$ cat src/rtl/sys_nxn_controller.sv
// rtl/sys_nxn_controller.sv - NxN systolic array sequencer: clear, skewed operand feed, drain, result display
// Every output is a flop loaded from the next-state values, so outputs line up with the state they describe.
module sys_nxn_controller #(
  parameter int N      = 3,
  parameter int K      = 3,
  parameter int ADDR_W = 5,
  parameter int RD_W   = 4
) (
  input  logic                  clk,
  input  logic                  rstb,
  input  logic                  start,
  input  logic                  right,
  input  logic                  left,
  output logic [N*ADDR_W-1:0]   row_addr,
  output logic [N*ADDR_W-1:0]   col_addr,
  output logic [N-1:0]          row_valid,
  output logic [N-1:0]          col_valid,
  output logic                  sys_en,
  output logic                  sys_clr,
  output logic [RD_W-1:0]       buffer_read_addr,
  output logic                  busy,
  output logic                  done
);

  localparam int CNT_W = $clog2(K + N) + 1;
  localparam logic [CNT_W-1:0] FEED_LAST  = CNT_W'(K + N - 2);
  localparam logic [CNT_W-1:0] DRAIN_LAST = CNT_W'(N - 2);
  localparam logic [RD_W-1:0]  RD_LAST    = RD_W'(N * N - 1);

  typedef enum logic [2:0] {
    S_IDLE    = 3'd0,
    S_CLEAR   = 3'd1,
    S_FEED    = 3'd2,
    S_DRAIN   = 3'd3,
    S_DISPLAY = 3'd4
  } state_t;

  state_t             state_q, state_d;
  logic [CNT_W-1:0]   cnt_q, cnt_d;
  logic [RD_W-1:0]    rd_q, rd_d;
  logic [N*ADDR_W-1:0] row_addr_q, row_addr_d;
  logic [N*ADDR_W-1:0] col_addr_q, col_addr_d;
  logic [N-1:0]       row_valid_q, row_valid_d;
  logic [N-1:0]       col_valid_q, col_valid_d;
  logic               sys_en_q, sys_en_d;
  logic               sys_clr_q, sys_clr_d;
  logic               busy_q, busy_d;
  logic               done_q, done_d;

  always_ff @(posedge clk) begin
    if (!rstb) begin
      state_q     <= S_IDLE;
      cnt_q       <= '0;
      rd_q        <= '0;
      row_addr_q  <= '0;
      col_addr_q  <= '0;
      row_valid_q <= '0;
      col_valid_q <= '0;
      sys_en_q    <= 1'b0;
      sys_clr_q   <= 1'b0;
      busy_q      <= 1'b0;
      done_q      <= 1'b0;
    end else begin
      state_q     <= state_d;
      cnt_q       <= cnt_d;
      rd_q        <= rd_d;
      row_addr_q  <= row_addr_d;
      col_addr_q  <= col_addr_d;
      row_valid_q <= row_valid_d;
      col_valid_q <= col_valid_d;
      sys_en_q    <= sys_en_d;
      sys_clr_q   <= sys_clr_d;
      busy_q      <= busy_d;
      done_q      <= done_d;
    end
  end

  always_comb begin
    state_d = state_q;
    cnt_d   = cnt_q;
    rd_d    = rd_q;
    unique case (state_q)
      S_IDLE: begin
        if (start) begin
          state_d = S_CLEAR;
          cnt_d   = '0;
          rd_d    = '0;
        end
      end
      S_CLEAR: begin
        state_d = S_FEED;
        cnt_d   = '0;
      end
      S_FEED: begin
        if (cnt_q == FEED_LAST) begin
          state_d = S_DRAIN;
          cnt_d   = '0;
        end else begin
          cnt_d = cnt_q + CNT_W'(1);
        end
      end
      S_DRAIN: begin
        if (cnt_q == DRAIN_LAST) begin
          state_d = S_DISPLAY;
          cnt_d   = '0;
          rd_d    = '0;
        end else begin
          cnt_d = cnt_q + CNT_W'(1);
        end
      end
      S_DISPLAY: begin
        // start wins over navigation; opposing pulses cancel
        if (start) begin
          state_d = S_CLEAR;
          cnt_d   = '0;
          rd_d    = '0;
        end else if (right && !left) begin
          rd_d = (rd_q == RD_LAST) ? '0 : rd_q + RD_W'(1);
        end else if (left && !right) begin
          rd_d = (rd_q == '0) ? RD_LAST : rd_q - RD_W'(1);
        end
      end
      default: begin
        state_d = S_IDLE;
        cnt_d   = '0;
        rd_d    = '0;
      end
    endcase
  end

  always_comb begin
    row_addr_d  = '0;
    col_addr_d  = '0;
    row_valid_d = '0;
    col_valid_d = '0;
    sys_clr_d   = (state_d == S_CLEAR);
    sys_en_d    = (state_d == S_FEED) || (state_d == S_DRAIN);
    busy_d      = (state_d == S_CLEAR) || (state_d == S_FEED) || (state_d == S_DRAIN);
    done_d      = (state_d == S_DISPLAY);
    if (state_d == S_FEED) begin
      // lane i runs i cycles behind lane 0; rows and columns share the skew
      for (int i = 0; i < N; i++) begin
        if ((cnt_d >= CNT_W'(i)) && ((cnt_d - CNT_W'(i)) < CNT_W'(K))) begin
          row_valid_d[i]                 = 1'b1;
          col_valid_d[i]                 = 1'b1;
          row_addr_d[i*ADDR_W +: ADDR_W] = ADDR_W'(i * K) + ADDR_W'(cnt_d - CNT_W'(i));
          col_addr_d[i*ADDR_W +: ADDR_W] = ADDR_W'(i * K) + ADDR_W'(cnt_d - CNT_W'(i));
        end
      end
    end
  end

  assign row_addr         = row_addr_q;
  assign col_addr         = col_addr_q;
  assign row_valid        = row_valid_q;
  assign col_valid        = col_valid_q;
  assign sys_en           = sys_en_q;
  assign sys_clr          = sys_clr_q;
  assign buffer_read_addr = rd_q;
  assign busy             = busy_q;
  assign done             = done_q;

endmodule

$ cat config.mk
export PLATFORM = sky130hd
export DESIGN_NAME = sys_nxn_controller
export DESIGN_NICKNAME = d
export VERILOG_FILES = /design/src/rtl/sys_nxn_controller.sv
export SDC_FILE = /design/constraint.sdc
export NUM_CORES = 1
export LEC_CHECK = 0
export BUFFER_PORTS_ARGS = -buffer_cell sky130_fd_sc_hd__buf_4
export CAP_MARGIN = 20
export CORE_UTILIZATION = 50
export DETAILED_ROUTE_END_ITERATION = 7
export GPL_TIMING_DRIVEN = 1
export HOLD_SLACK_MARGIN = 0.12
export MAX_ROUTING_LAYER = met4
export PLACE_DENSITY = 0.75
export SLEW_MARGIN = 5
export SYNTH_ARGS = -nofsm -noshare
export SYNTH_HDL_FRONTEND = slang
export SYNTH_SLANG_ARGS = --single-unit
$ cat constraint.sdc
create_clock -name clk -period 5.7 [get_ports clk]
set_input_delay 0.285 -clock clk [delete_from_list [all_inputs] [get_ports clk]]
set_output_delay 0.285 -clock clk [all_outputs]
set_load 0.05 [all_outputs]
* Word level (Yosys, flattened, before mapping)
Cells that the tools add are included.
W data, S select, Z words.
** Word-level totals
- Register bits :: 33
- Word-level logic and storage cells :: 80
** Cells by class
- Add/sub/neg operators :: 9
- Order comparisons :: 6
- Equality and inequality tests :: 14
- Multiplexer cells :: 19
- Bitwise logic cells :: 1
- Reductions and logical operators :: 19
** Operators by type and width (number)
- $mux W4 :: 10
- $pmux W4 S4 :: 1
- $eq A3 B2 Y1 const B :: 4
- $lt A4 B2 Y1 const B :: 3
- $pmux W3 S4 :: 1
- $pmux W4 S3 :: 1
- $mux W3 :: 3
- $reduce_and A3 Y1 :: 3
- $add A4 B1 Y4 const B :: 2
- $ge A4 B1 Y1 const B :: 2
- $sub A4 B1 Y4 const B :: 2
- $eq A3 B1 Y1 const B :: 2
- $eq A3 B3 Y1 const B :: 2
- $add A2 B5 Y5 const A :: 1
- $add A3 B5 Y5 const A :: 1
- $logic_and A1 B1 Y1 :: 5
- $sub A4 B1 Y5 const B :: 1
- $sub A4 B2 Y5 const B :: 1
- $eq A4 B1 Y1 const B :: 1
- $eq A4 B3 Y1 const B :: 1
- $eq A4 B4 Y1 const B :: 1
- $ge A4 B2 Y1 const B :: 1
- $logic_not A4 Y1 :: 1
- $ne A2 B2 Y1 const B :: 2
- other kinds (10) :: 16

* Depth between registers and ports, before layout
Gate-level depths: netlist of run 1.
- Depth after elaboration :: 7
- Gate-level depth with buffers :: 11
- Gate-level depth less buffers :: 10

* Worst setup path after synthesis of run 1
Ideal clock, no wire load.
- Path type :: register -> register
- From :: reg cnt_q[1]
- To :: reg col_addr_q[8] (netlist: col_addr[8])
- Library setup time :: 0.074 ns
- Arrival time :: 2.342 ns
- Data required time :: 5.626 ns
- Setup slack :: 3.284 ns
- Stages on the path, launching flop included :: 11
- Path buffers :: 1
- Cell sequence :: dfxtp_1 -> inv_1 -> ha_1 -> nor3b_2 -> a2111o_1 -> and3_1 -> clkbuf_1 -> ha_1 -> a31oi_1 -> or3b_1 -> a21oi_1
** Between the ends
- Longest elaborated chain between the ends :: 7
- Elaborated cells on any way between the ends :: 18
** RTL lines
- start, declared :: RTL line 39 : logic [CNT_W-1:0] cnt_q, cnt_d;
- start signal, assigned :: RTL line 65 : cnt_q <= cnt_d;
- $add A4 B1 Y4 (tied with other cells) :: RTL line 99, 108
- $mux W4 (on tied branches) :: RTL line 103, 95
- $pmux W4 S3 :: RTL line 82 : unique case (state_q)
- $sub A4 B1 Y4 :: RTL line 143 : if ((cnt_d >= CNT_W'(i)) && ((cnt_d - CNT_W'(i)) < CNT_W'(K))) begin
- $lt A4 B2 Y1 :: RTL line 143
- $logic_and A1 B1 Y1 :: RTL line 143
- $reduce_and A3 Y1 (no line)
- end signal, assigned :: RTL line 68 : col_addr_q <= col_addr_d;
- end, declared :: RTL line 42 : logic [N*ADDR_W-1:0] col_addr_q, col_addr_d;
Parallel ways exist; a longest one is shown, timed or not.
A chain may end at the register's enable or synchronous reset.

* Worst setup path after layout of run 1
- From :: reg cnt_q[0]
- To :: reg col_addr_q[14] (netlist: col_addr[14])
** Between the ends
- Longest elaborated chain between the ends :: 7
- Elaborated cells on any way between the ends :: 18
** RTL lines (RTL line)
- $add A4 B1 Y4 (tied with other cells) :: 99, 108
- $mux W4 (on tied branches) :: 103, 95
- $pmux W4 S3 :: 82
- $sub A4 B2 Y4 :: 143
- $lt A4 B2 Y1 :: 143
- $logic_and A1 B1 Y1 :: 143
- $reduce_and A3 Y1 (no line)
Parallel ways exist; a longest one is shown, timed or not.

==> results by group, run 1 <==
Critical path
  • Slowest stage cell, crit path: dfxtp_1
  • Crit path cell chain: ha_1, nor3b_2, o22ai_2, a32oi_4, ha_1, inv_1, o311ai_2, nand4_1, nor3b_1
  • Type of origin of the critical path: flop
  • Buf/Inv on CP: 1
  • Required time of the critical path: between 5 and 6 ns
  • Critical Path AT: roughly 2.9 ns
  • CP peak stage delay: roughly 0.41 ns
  • Most frequent CP cell: ha_1
  • Crit path kind: reg -> reg
  • Reg2Reg Depth: 9
  • Reg-to-reg slack, setup: roughly 3.0 ns
  • R2r startpoint: cnt_q[0]
  • Top delay family on crit path: compound AO/OA/AOI/OAI gates
  • Nature of the critical path endpoint: flop
  • Worst-path fanout max: 9
  • R2R Path End: col_addr[14]

Job
  • Max Cap Viol: 0

Global route
  • First-pass GRT wire length: 5858 um
  • GRT Total Usage: roughly a fifth
  • Antenna violations before repair: 0
  • Overflow after GRT: 0
  • Number of global-route vias before repair: approximately 1.3k
  • Largest net degree at the start of global routing: 17

Detailed routing
  • Post-DRT Antenna Nets: 0
  • Initial drt markers: 60
  • Vias per std cell: between 5 and 6
  • DR pass1 iterations: 4
  • Wire length on met1: between 1500 and 2000 um
  • Top layer in use: met4
  • Drt wl/cell: 12.53 um
  • Routed vias: 1,506
  • DRT Wirelength: 3495 um
  • DR WL met3: approximately 180 um
  • Met2 routed WL: 1721 um
  • DR DRC count: 0

Power and ir drop
  • Worst vdd ir: between 0.0001 and 0.00015 V
  • Pwr Density: ~240 nW/um2
  • Leak: around 0.95 nW
  • Pwr Total: between 0.5 and 0.6 mW

Min path
  • Hold Startpoint: rstb
  • Hold Path End: busy
  • Worst min-delay path category: in -> reg
  • Hold depth: 3

Clock network
  • Cts repair resizes: 0
  • Clk Tree Root Cell: clkbuf_8
  • Worst skew pair latency: 0.27 ns
  • Clock buffer depth: 2
  • Clock Sinks: 32
  • Clk slew on worst S/H paths: approximately 0.060 ns
  • TritonCTS clock tree: built
  • CTS Hold Bufs: 0
  • CTS Buf Count: 5
  • # H-tree levels: 2
  • Setup Fix Bufs, Post-CTS: 0

Cells and area
  • Diodes inserted: 0
  • Share of layout cells above drive strength 1: roughly 28%
  • Most frequent cells in the layout: buf_4 (46), dfxtp_1 (32), inv_1 (16), nand2_1 (15), nor2_1 (15)
  • Commonest non-fill, non-tap cell in the layout: buf_4
  • Sequential cell area: around 640 um2
  • NumNets Final: 249
  • Area Growth Syn to Fin: 17.28%
  • Filler cell count in the final layout: approximately 310
  • Footprint of the multi-input gates: approximately 950 um2
  • Final core occ: around 63%

Synth
  • Yosys warns: 0
  • Synth Area in Adders: 8.130%
  • Simple-gate share of the synthesized area: 22.97%
  • Cell variety after synth: 53
  • Combinational family with the most area after synthesis: simple AND/OR/NAND/NOR gates
  • Cells after Synth: between 200 and 250
  • XOR/XNOR share of the synthesized area: 2.304%
  • Mapped cell area: 1847 um2
  • Synth Flop Type: dfxtp_1
  • Mux cell area share after synthesis: approximately 1.2%
  • Syn Area/Cell: 9.009 um2
  • Share of flip-flops with an asynchronous set or reset: 0%
  • Seq/Total Area, Yosys: between 30% and 40%
  • Complex-gate fraction of the synthesized area: 16.73%
  • Seq cells post-synth: 32
  • Post-synth EDFFs: 0

Timing
  • Relative slew margins: roughly 53%
  • Setup TNS Final: 0 ns
  • F_max: 0.3661 GHz
  • Final hold violations: 0
  • Fin crit share: between 40% and 50%
  • Clock Skew: around 0.0045 ns
  • Minimum clock period: around 2.7 ns
  • Worst-margin pin slew: between 0.6 and 0.7 ns
  • Count of final setup violators: 0
  • Pins Over Slew Limit: 0
  • RSZ-0062 raised after global routing: no

Placement
  • Number of port buffers: between 40 and 50
  • Final Wtd Congestion: 0.8617
  • Hpwl dp: around 2600 um

Floorplanning
  • Die area: a little under 4000 um2
  • Core area: about 3400 um2
  • FP Rows: 21
  • Starting Density: a little over half
  • DIE WIDTH: roughly 63 um
  • Number of I/O pins: between 40 and 50
  • Height of the die: roughly 63 um

Outcome
  • Outcome: finished clean
==> power breakdown <==
| part | total (mW) | switching, mW | internal, mW |
|---|---|---|---|
| Sequential | 0.235 | 0.00677 | 0.229 |
| Clock | 0.205 | 0.0753 | 0.129 |
| Combinational | 0.0760 | 0.0509 | 0.0251 |
==> registers in the layout, summed over array words and instances, names as in the netlist <==
signal and flops:
buffer_read_addr 4, busy 1, cnt_q 4, col_addr 14, col_valid 3, done 1, state_q 3, sys_clr 1
sys_en 1
==> Yosys cell counts, types with 2 or more instances <==
cell type	count	area share [%]
nor2_1	15	3.0
nand2_1	15	3.0
o2111ai_1	2	0.95
nand3_1	3	0.81
nor3b_1	5	2.0
ha_1	12	8.1
nor2b_1	4	1.4
o22a_1	2	0.95
nand3b_1	3	1.2
o311ai_2	2	1.8
or3_1	3	1.0
and3_1	2	0.68
nand4_1	2	0.68
nand2b_1	3	1.0
dfxtp_1	32	35
a211oi_1	5	2.0
xnor2_1	2	0.95
buf_4	21	8.5
a21oi_1	10	2.7
o21ai_0	4	1.1
clkbuf_1	4	0.81
buf_6	2	1.2
inv_1	16	3.3
nor3_1	7	1.9
==> metal layers <==
layer	track usage (%)	up-vias
met4	8.721	0
met5	-	-
li1	-	750
met2	31.11	47
met3	4.745	4
met1	23.27	705
==> through the flow <==
step	std cells	hold slack, ns	worst slack (ns)	cell area (um2)
floorplan	206	0.4113	3.284	1851
global placement	271	0.5529	3.046	2058
detailed placement	271	0.5574	2.983	2058
CTS	279	0.2687	2.972	2166
global route	279	0.2666	2.701	2166
finish	279	0.2747	2.968	2166
==> cell families (layout without fill, tap and decap cells) <==
logic type / Yosys count / after routing
flops: 32 / 32
simple gates: 73 / 73
xor+xnor: 4 / 4
fa+ha+maj: 12 / 12
other cells: 1 / 2
buf+inv: 43 / 70
mux: 2 / 2
compound gates: 38 / 38
==> worst max path at each step <==
stage | start | end | slack [ns] | depth (start not counted)
after detailed placement | cnt_q[0] | col_addr[8] | 2.98 | 9
after global routing | cnt_q[0] | col_addr[13] | 2.70 | 9
final | cnt_q[0] | col_addr[14] | 2.97 | 9
after CTS | cnt_q[0] | col_addr[14] | 2.97 | 9
after global placement | cnt_q[0] | col_addr[8] | 3.05 | 9
after floorplan | cnt_q[1] | col_addr[8] | 3.28 | 10
==> final cells by class <==
type | instances | share of cell area [%]
sequential | 32 | 29.58
clock buffer | 6 | 3.351
inverter | 16 | 2.773
clock inverter | 2 | 1.618
tap | 46 | 2.657
multi-input combinational | 131 | 44.08
timing repair buffer | 46 | 15.94
==> worst reg2reg max path, delay by kind of cell, from the launching register on <==
family / cells / cell delay, ns
compound gates: 3 / 0.89
fa+ha+maj: 2 / 0.46
buf+inv: 1 / 0.11
flops: 1 / 0.41
simple gates: 3 / 0.79
Power figures use the tool's default switching activity.
==> run 2, diff against run 1 <==
Settings changed: CORE_UTILIZATION 50 to 47, PLACE_DENSITY 0.75 to 0.74.
Clock period 5.7 ns to 2.38 ns, I/O delays scaled along.
==> run 2 against run 1 <==
The run now ends with setup timing left. Fmax increased by 14%. Total power increased to 2.6 times the previous value. Hold slack got worse by 0.040 ns. Setup slack got worse by 3.0 ns. Critical path type unchanged. Clock skew increased by 0.0018 ns. Highest routed layer unchanged. Design area increased by 16%. Final cell count increased by 10%.
==> results by group, run 2 (synthesis gave the netlist of run 1 again) <==
Critical path
  • Worst-path fanout max: 5 (was 9)
  • Required time of the critical path: 2.58 ns (was 5.89 ns)
  • R2r startpoint: cnt_q[1] (was cnt_q[0])
  • CP startpoint: cnt_q[1] (was cnt_q[0])
  • Reg2Reg Depth: 10 (was 9)
  • Critical Path AT: 2.59 ns (was 2.93 ns)
  • R2R Path End: col_addr[14] (unchanged)
  • CP endpoint: col_addr[14] (unchanged)
  • Reg-to-reg slack, setup: -0.009 ns (was 2.97 ns)
  • Type of origin of the critical path: flop (unchanged)
  • Nature of the critical path endpoint: flop (unchanged)
  • Crit path kind: reg -> reg (unchanged)

Detailed routing
  • Drt wl/cell: 14.27 um (was 12.53 um)
  • Initial drt markers: 64 (was 60)
  • Post-DRT Antenna Nets: 0 (unchanged)
  • DR pass1 iterations: 5 (was 4)
  • Routed vias: 1,670 (was 1,506)
  • DR DRC count: 0 (unchanged)
  • Vias per std cell: 5.422 (was 5.398)
  • DRT Wirelength: 4394 um (was 3495 um)

Timing
  • F_max: 0.4186 GHz (was 0.3661 GHz)
  • Setup WS post-layout: -0.008766 ns (was 2.968 ns)
  • Worst-margin pin slew: 0.6116 ns (was 0.6998 ns)
  • Minimum clock period: 2.389 ns (was 2.732 ns)
  • Count of final setup violators: 2 (was 0)
  • Final hold violations: 0 (unchanged)
  • Fin crit share: 100.4% (was 47.92%)
  • Pins Over Slew Limit: 0 (unchanged)
  • Clock Skew: 0.006292 ns (was 0.004486 ns)
  • RSZ-0062 raised after global routing: yes (was no)
  • Relative slew margins: 59.23% (was 53.35%)

Cells and area
  • Final Non-Filler Cells: 308 (was 279)
  • NumNets Final: 276 (was 249)
  • Most frequent cells in the layout: buf_4 (71), dfxtp_1 (27), nor2_1 (15), nand2_1 (14), inv_1 (13) (was buf_4 (46), dfxtp_1 (32), inv_1 (16), nand2_1 (15), nor2_1 (15))
  • Area Growth Syn to Fin: 35.84% (was 17.28%)
  • Max reg flops: 14 (unchanged)
  • Sequential cell area: 649.4 um2 (was 640.6 um2)
  • Fin area: 2509 um2 (was 2166 um2)
  • Share of layout cells above drive strength 1: 42.31% (was 27.90%)
  • Diodes inserted: 0 (unchanged)
  • Footprint of the multi-input gates: 1071 um2 (was 954.7 um2)
  • Commonest non-fill, non-tap cell in the layout: buf_4 (unchanged)
  • Filler cell count in the final layout: 295 (was 308)

Global route
  • Antenna violations before repair: 0 (unchanged)
  • Number of global-route vias before repair: 1,421 (was 1,308)
  • GRT Total Usage: 22.09% (was 19.53%)
  • Overflow after GRT: 0 (unchanged)
  • First-pass GRT wire length: 6831 um (was 5858 um)
  • Largest net degree at the start of global routing: 14 (was 17)

Floorplanning
  • FP Rows: 22 (was 21)
  • Starting Density: 49.70% (was 53.65%)
  • Number of I/O pins: 49 (unchanged)
  • Die area: 4184 um2 (was 3941 um2)
  • DIE WIDTH: 64.69 um (was 62.78 um)
  • Height of the die: 64.69 um (was 62.78 um)
  • Core area: 3716 um2 (was 3442 um2)

Outcome
  • Failing checks: setup timing
  • Outcome: complete, but fails checks (was finished clean)

Clock network
  • Clk Tree Root Cell: clkbuf_8 (unchanged)
  • CTS Buf Count: 5 (unchanged)
  • Clock Sinks: 32 (unchanged)
  • Worst skew pair latency: 0.29 ns (was 0.27 ns)
  • Clock buffer depth: 2 (unchanged)
  • Clk slew on worst S/H paths: 0.07 ns (was 0.06 ns)
  • # H-tree levels: 2 (unchanged)
  • TritonCTS clock tree: built (unchanged)

Power and ir drop
  • Comb pwr share: 19.2% (was 14.7%)
  • Flop pwr share: 42.4% (was 45.6%)
  • Clk pwr share: 38.4% (was 39.7%)
  • Sw frac: 27.49% (was 25.77%)
  • Switch Pwr: 0.3651 mW (was 0.1330 mW)
  • Worst vdd ir: 0.0002660 V (was 0.0001174 V)
  • Internal power: 0.9630 mW (was 0.3831 mW)
  • Pwr Total: 1.328 mW (was 0.5162 mW)
  • Pwr Density: 529.4 nW/um2 (was 238.3 nW/um2)
  • Leak: 1.096 nW (was 0.9532 nW)

Min path
  • Hold Startpoint: start (was rstb)
  • Worst min-delay path category: in -> reg (unchanged)

Job
  • Max Cap Viol: 0 (unchanged)

Placement
  • Hpwl dp: 2967 um (was 2629 um)
  • Final Wtd Congestion: 0.9688 (was 0.8617)
  • Inst Count DP: 289 (was 271)
  • Number of port buffers: 46 (unchanged)
  • Dpl cell area: 2190 um2 (was 2058 um2)
==> run 2: changes by cell type in the layout (fill, tap and decap cells not counted), sizes merged <==
cell         change
buf             +25
dlygate4sd3      +2
==> run 2: stage by stage <==
| step | utilization (%) | TNS, ns | worst slack [ns] | hold WS (ns) |
|---|---|---|---|---|
| floorplan | - | -0.01230 | -0.01230 | 0.2453 |
| global placement | 58.92 | 0 | 0.03822 | 0.3844 |
| detailed placement | 58.92 | -0.3337 | -0.04325 | 0.3860 |
| CTS | 63.10 | 0 | 0.003635 | 0.2356 |
| global route | 67.51 | -0.5811 | -0.1239 | 0.2385 |
| finish | 67.51 | -0.01399 | -0.008766 | 0.2344 |
==> run 2: worst max-delay path, cell delays in order (launching register included) <==
cell      delay [ns]
dfxtp_2         0.34
inv_4           0.07
ha_4            0.13
nor3b_4         0.25
o22ai_4         0.14
a32oi_4         0.32
ha_2            0.27
inv_4           0.06
o311ai_4        0.23
nand4_1         0.23
nor3b_1         0.27
==> run 2: layout make-up <==
| type | count | share of cell area, % |
|---|---|---|
| clock buffer | 6 | 2.893 |
| clock inverter | 2 | 1.397 |
| inverter | 16 | 2.693 |
| multi-input combinational | 131 | 42.69 |
| sequential | 32 | 25.89 |
| tap | 48 | 2.394 |
| timing repair buffer | 73 | 22.04 |
==> run 2: routing by layer <==
metal | vias up | GRT usage (%) | share of wire, %
met5 | - | - | 0
met4 | 0 | 9.167 | 2.5
met3 | 11 | 5.986 | 5.0
met2 | 54 | 35.00 | 50
met1 | 799 | 26.41 | 43
li1 | 806 | - | -
==> run 2: how the worst min path moves through the flow <==
stage               endpoint  slack [ns]  cells after the start
floorplan               busy        0.25                      2
finish                  busy        0.23                      3
detailed placement   sys_clr        0.39                      2
global route            busy        0.24                      3
global placement     sys_clr        0.38                      2
CTS                     busy        0.24                      3
==> run 2: what timing repair did <==
item                                    in CTS  in global routing
endpoints found under the setup margin      11                 12
hold buffers                                 2                  0
resized for setup                            4                 27
endpoints found under the hold margin        2                  0
buffers inserted                             1                  8
pin swaps                                    1                  8
==> run 2: power groups by stage <==
stage	Sequential, mW	Combinational, mW	Clock, mW
5_1_grt	0.564	0.273	0.542
2_1_floorplan	0.590	0.136	0
3_5_place_dp	0.572	0.207	0
6_report	0.563	0.255	0.509
4_1_cts	0.560	0.218	0.514
3_3_place_gp	0.572	0.205	0
